[config.mk]
export PLATFORM = sky130hd
export DESIGN_NAME = popcount_match_pipe
export DESIGN_NICKNAME = d
export VERILOG_FILES = /design/src/rtl/popcount_match_pipe.sv
export SDC_FILE = /design/constraint.sdc
export NUM_CORES = 1
export LEC_CHECK = 0
export BUFFER_PORTS_ARGS = -buffer_cell sky130_fd_sc_hd__clkbuf_2
export CAP_MARGIN = 20
export CELL_PAD_IN_SITES_DETAIL_PLACEMENT = 1
export CELL_PAD_IN_SITES_GLOBAL_PLACEMENT = 1
export CORE_MARGIN = 4
export CORE_UTILIZATION = 37
export DETAILED_ROUTE_END_ITERATION = 16
export HOLD_SLACK_MARGIN = 0.06
export PLACE_DENSITY = 0.84
export SYNTH_ARGS = -nofsm -noshare
export SYNTH_HDL_FRONTEND = slang
export SYNTH_SLANG_ARGS = --single-unit
[constraint.sdc]
create_clock -name clk -period 2.7 [get_ports clk]
set_clock_uncertainty 0.2 [all_clocks]
set_input_delay 0.54 -clock clk [delete_from_list [all_inputs] [get_ports clk]]
set_output_delay 0.54 -clock clk [all_outputs]
set_load 0.02 [all_outputs]
[src/rtl/popcount_match_pipe.sv]
// Two-stage valid/ready popcount classifier: counts set bits, compares against K under a mode,
// and keeps a saturating mismatch counter. Optional lowest-set-bit index output under ONEHOT_INDEX_EN.
module popcount_match_pipe #(
    parameter int WIDTH = 4,
    parameter int CNT_W = $clog2(WIDTH + 1),
    parameter int ERR_W = 8
) (
    input  logic             clk,
    input  logic             rst,
    input  logic             in_valid,
    output logic             in_ready,
    input  logic [WIDTH-1:0] in_data,
    input  logic [1:0]       in_mode,
    input  logic [CNT_W-1:0] in_k,
    output logic             out_valid,
    input  logic             out_ready,
    output logic [CNT_W-1:0] out_count,
    output logic             out_match,
`ifdef ONEHOT_INDEX_EN
    output logic [$clog2(WIDTH)-1:0] out_index,
`endif
    output logic [ERR_W-1:0] err_count,
    input  logic             err_clear
);

    localparam int LEVELS = $clog2(WIDTH);
    localparam int LEAVES = 1 << LEVELS;

    localparam logic [1:0] MODE_EXACT    = 2'b00;
    localparam logic [1:0] MODE_AT_MOST  = 2'b01;
    localparam logic [1:0] MODE_AT_LEAST = 2'b10;

    logic             s1_valid_reg;
    logic [WIDTH-1:0] s1_data_reg;
    logic [1:0]       s1_mode_reg;
    logic [CNT_W-1:0] s1_k_reg;

    logic             out_valid_reg;
    logic [CNT_W-1:0] out_count_reg;
    logic             out_match_reg;
    logic [ERR_W-1:0] err_count_reg;

    logic             s2_can_load;
    logic [CNT_W-1:0] pop_count;
    logic             match_next;

    assign s2_can_load = out_ready | ~out_valid_reg;
    assign in_ready    = ~s1_valid_reg | s2_can_load;

    // Balanced adder tree; leaves beyond WIDTH are padded with zero.
    genvar gi, gj;
    generate
        for (gi = 0; gi <= LEVELS; gi++) begin : g_lvl
            localparam int NODES = LEAVES >> gi;
            logic [CNT_W-1:0] node [NODES];
            for (gj = 0; gj < NODES; gj++) begin : g_node
                if (gi == 0) begin : g_leaf
                    if (gj < WIDTH) begin : g_bit
                        assign node[gj] = CNT_W'(s1_data_reg[gj]);
                    end else begin : g_pad
                        assign node[gj] = '0;
                    end
                end else begin : g_add
                    assign node[gj] = g_lvl[gi-1].node[2*gj] + g_lvl[gi-1].node[2*gj+1];
                end
            end
        end
    endgenerate

    assign pop_count = g_lvl[LEVELS].node[0];

    always_comb begin
        match_next = 1'b0;
        case (s1_mode_reg)
            MODE_EXACT:    match_next = (pop_count == s1_k_reg);
            MODE_AT_MOST:  match_next = (pop_count <= s1_k_reg);
            MODE_AT_LEAST: match_next = (pop_count >= s1_k_reg);
            default:       match_next = (pop_count == '0) || (pop_count == s1_k_reg);
        endcase
    end

`ifdef ONEHOT_INDEX_EN
    localparam int IDX_W = $clog2(WIDTH);
    logic [IDX_W-1:0] low_index;
    logic [IDX_W-1:0] out_index_reg;

    // Scan from the top so the lowest set bit wins; a zero word leaves index 0.
    always_comb begin
        low_index = '0;
        for (int i = WIDTH - 1; i >= 0; i--) begin
            if (s1_data_reg[i]) begin
                low_index = IDX_W'(i);
            end
        end
    end

    always_ff @(posedge clk) begin
        if (rst) begin
            out_index_reg <= '0;
        end else if (s2_can_load && s1_valid_reg) begin
            out_index_reg <= low_index;
        end
    end

    assign out_index = out_index_reg;
`endif

    always_ff @(posedge clk) begin
        if (rst) begin
            s1_valid_reg  <= 1'b0;
            s1_data_reg   <= '0;
            s1_mode_reg   <= '0;
            s1_k_reg      <= '0;
            out_valid_reg <= 1'b0;
            out_count_reg <= '0;
            out_match_reg <= 1'b0;
            err_count_reg <= '0;
        end else begin
            if (in_ready) begin
                s1_valid_reg <= in_valid;
                if (in_valid) begin
                    s1_data_reg <= in_data;
                    s1_mode_reg <= in_mode;
                    s1_k_reg    <= in_k;
                end
            end

            if (s2_can_load) begin
                out_valid_reg <= s1_valid_reg;
                if (s1_valid_reg) begin
                    out_count_reg <= pop_count;
                    out_match_reg <= match_next;
                end
            end

            // Clear wins over a same-cycle mismatch delivery.
            if (err_clear) begin
                err_count_reg <= '0;
            end else if (out_valid_reg && out_ready && !out_match_reg && (err_count_reg != '1)) begin
                err_count_reg <= err_count_reg + ERR_W'(1);
            end
        end
    end

    assign out_valid = out_valid_reg;
    assign out_count = out_count_reg;
    assign out_match = out_match_reg;
    assign err_count = err_count_reg;

endmodule

==> metrics.md <==
| Metric | Value |
|---|---|
| Multi-input gate area | 578 um2 |
| Total area of sequential cells | 460 um2 |
| Ports | 28 |
| CTS Buf Count | 3 |
| Clk buf depth | 2 |
| Cell count after synthesis | about 130 |
| Initial antenna violation count | 0 |
| Die extent in y | 62.0 um |
| Crit Path Category | reg2reg |
| Leak | 0.569 nW |
| Fin util | 45.7% |
| Synthesized Nets | 148 |
| Cts hold-fix bufs | 0 |
| Cell area after synthesis | between 1000 and 1500 um2 |
| Worst R2R End | out_match |
| Async set-reset flop share out of synthesis | 0% |
| Buffers on Ports | 27 |
| Number of enable flip-flop cells after synthesis | 0 |
| Pin count of the biggest net entering global routing | 17 |
| Vias in the first global route | 1,025 |
| Flops & latches, synth | 23 |
| Total Nets Final | 177 |
| CP startpoint kind | flop |
| Count of distinct cell types in the synthesized netlist | 32 |
| FF-to-FF path depth | 8 |
| CTS Root Cell | clkbuf_4 |
| Max_cap viols | 0 |
| Pwr Density | 469 nW/um2 |
| Clock slew seen by the registers of the worst setup and hold paths | around 110 ps |
| Max_slew headroom | 76.3% |
| Congestion Overflow GR | 0 |
| Detailed Route WL | about 2600 um |
| Endpoint of the most critical setup path | out_match |
| Overall Global Routing Usage | 15.3% |
| Post-detail-place hpwl | between 2000 and 2500 um |
| Die area | 3850 um2 |
| Slew Viols, Final | 0 |
| WP data arrival | 2570 ps |
| Post-DR wirelength/cell | 14.1 um |
| RSZ-0062 raised after global routing | false |
| HP Class | in2reg |
| Row count | 19 |
| Worst reg2reg startpoint | s1_data_reg[0] |
| Commonest non-fill, non-tap cell in the layout | clkbuf_2 |
| Reg2Reg Setup Slack | 130 ps |
| Sequential fraction of the synthesis area | 42.6% |
| Status | completed |
| Max reg flops | 8 |
| DRT Pass-1 Iters | 4 |
| Worst-margin pin slew | 350 ps |
| Worst setup EP type | flop |
| Post-CTS Resized | 0 |
| Vias | 1,017 |
| TritonCTS clock tree | yes |
| Synth-to-layout area growth | 17.8% |
| Routability cong. | a little over 0.8 |
| Main synth FF type | dfxtp_1 |
| Drt first-iter violations | 63 |
| Crit Path Max Fanout | 3 |
| F_max | 389 MHz |
| Routed Antenna Nets | 0 |
| Syn Area/Cell | about 8.5 um2 |
| Final hold vios | 0 |
| DR DRC count | 0 |
| Worst setup path startpoint | s1_data_reg[0] |
| Clock sinks | 23 |
| Ant diodes | 0 |
| Later-pin clock latency in the skew report | ~300 ps |
| Yosys warns | 0 |
| First-pass GRT wire length | 4330 um |
| Most frequent cells in the layout | clkbuf_2, dfxtp_1, a21oi_1 |
| Width of the die | 62.0 um |
| FILL cells | 351 |
| Final Cycle Share | a little over nine tenths |
| # setup viols final | 0 |
| Via density per instance | 5.47 |
| Fraction of layout cells with a size suffix above 1 | 21.9% |
| Data required, critical path | ~2700 ps |
| Initial Utilization | slightly below 40% |
| H-tree depth | 1 |
| Worst vdd ir | 283 uV |
| Min Clock Period, post-route | 2570 ps |
| Overall power | 596 uW |
| Post-CTS setup buffers | 0 |
| Setup TNS | 0 ps |
| Core area | 2780 um2 |
## routing by layer
layer	GRT usage [%]	up-vias	part of all wire (%)
met2	28.1	28	51
li1	-	502	-
met1	17.1	483	41
met3	2.69	4	5.5
met4	6.36	0	1.6
met5	0	-	0
## critical path, cell delays in order (launching register included)
cell     delay, ps
dfxtp_1        350
fa_1           480
ha_1           190
ha_1           310
ha_1           300
and3_1         190
nor4_1         270
a211o_1        150
a21oi_1         40
## where the power goes
part / switching [mW] / internal [mW] / leakage (nW)
clock network: 0.0963 / 0.0576 / 0.0150
logic: 0.0467 / 0.0344 / 0.366
registers: 0.00990 / 0.352 / 0.188
total: 0.153 / 0.444 / 0.569
## metrics by stage
| stage | cell area, um2 | worst slack [ps] | hold WS (ps) | cells |
|---|---|---|---|---|
| floorplan | 1080 | 314 | 230 | 127 |
| global placement | 1250 | 272 | 247 | 182 |
| detailed placement | 1250 | 108 | 251 | 182 |
| CTS | 1270 | 98.2 | 252 | 186 |
| global route | 1270 | 35.3 | 260 | 186 |
| finish | 1270 | 131 | 260 | 186 |
## cell families after synthesis
logic type	count (synthesis)	synth area share [%]
and+or+nand+nor	53	24.5
AOI/OAI and AO/OA	26	14.0
DFF	23	42.6
buffers and inverters	11	3.82
adders and majority gates	7	8.81
muxes	5	4.64
xor gates and xnor gates	2	1.62
## layout make-up
class	instances	area share [%]
clock buffer	4	2.06
inverter	7	2.06
multi-input combinational	93	45.4
sequential	23	36.2
tap	31	3.05
timing repair buffer	28	11.2
## synthesized netlist by cell type, types with 2 or more instances
cell type	count	share of area [%]
nand3_1	11	5.1
clkbuf_1	4	1.4
and3_1	2	1.2
ha_1	6	7.0
mux2i_1	5	4.6
nor2_1	13	4.5
inv_1	7	2.4
xor2_1	2	1.6
nand2_1	13	4.5
dfxtp_1	23	43
a21oi_1	16	7.4
nor3_1	2	0.93
nand3b_1	2	1.4
o21ai_0	3	1.4
## worst min path at each step
stage                      from             end  slack (ps)  cells past startpoint
detailed placement  s1_k_reg[2]     s1_k_reg[2]         250                      2
global placement    s1_k_reg[2]     s1_k_reg[2]         250                      2
CTS                     in_k[1]     s1_k_reg[1]         250                      3
global route            in_k[1]     s1_k_reg[1]         260                      3
finish               in_data[3]  s1_data_reg[3]         260                      3
floorplan           s1_k_reg[1]     s1_k_reg[1]         230                      2
Note: power is estimated with default switching activity, not from simulation.
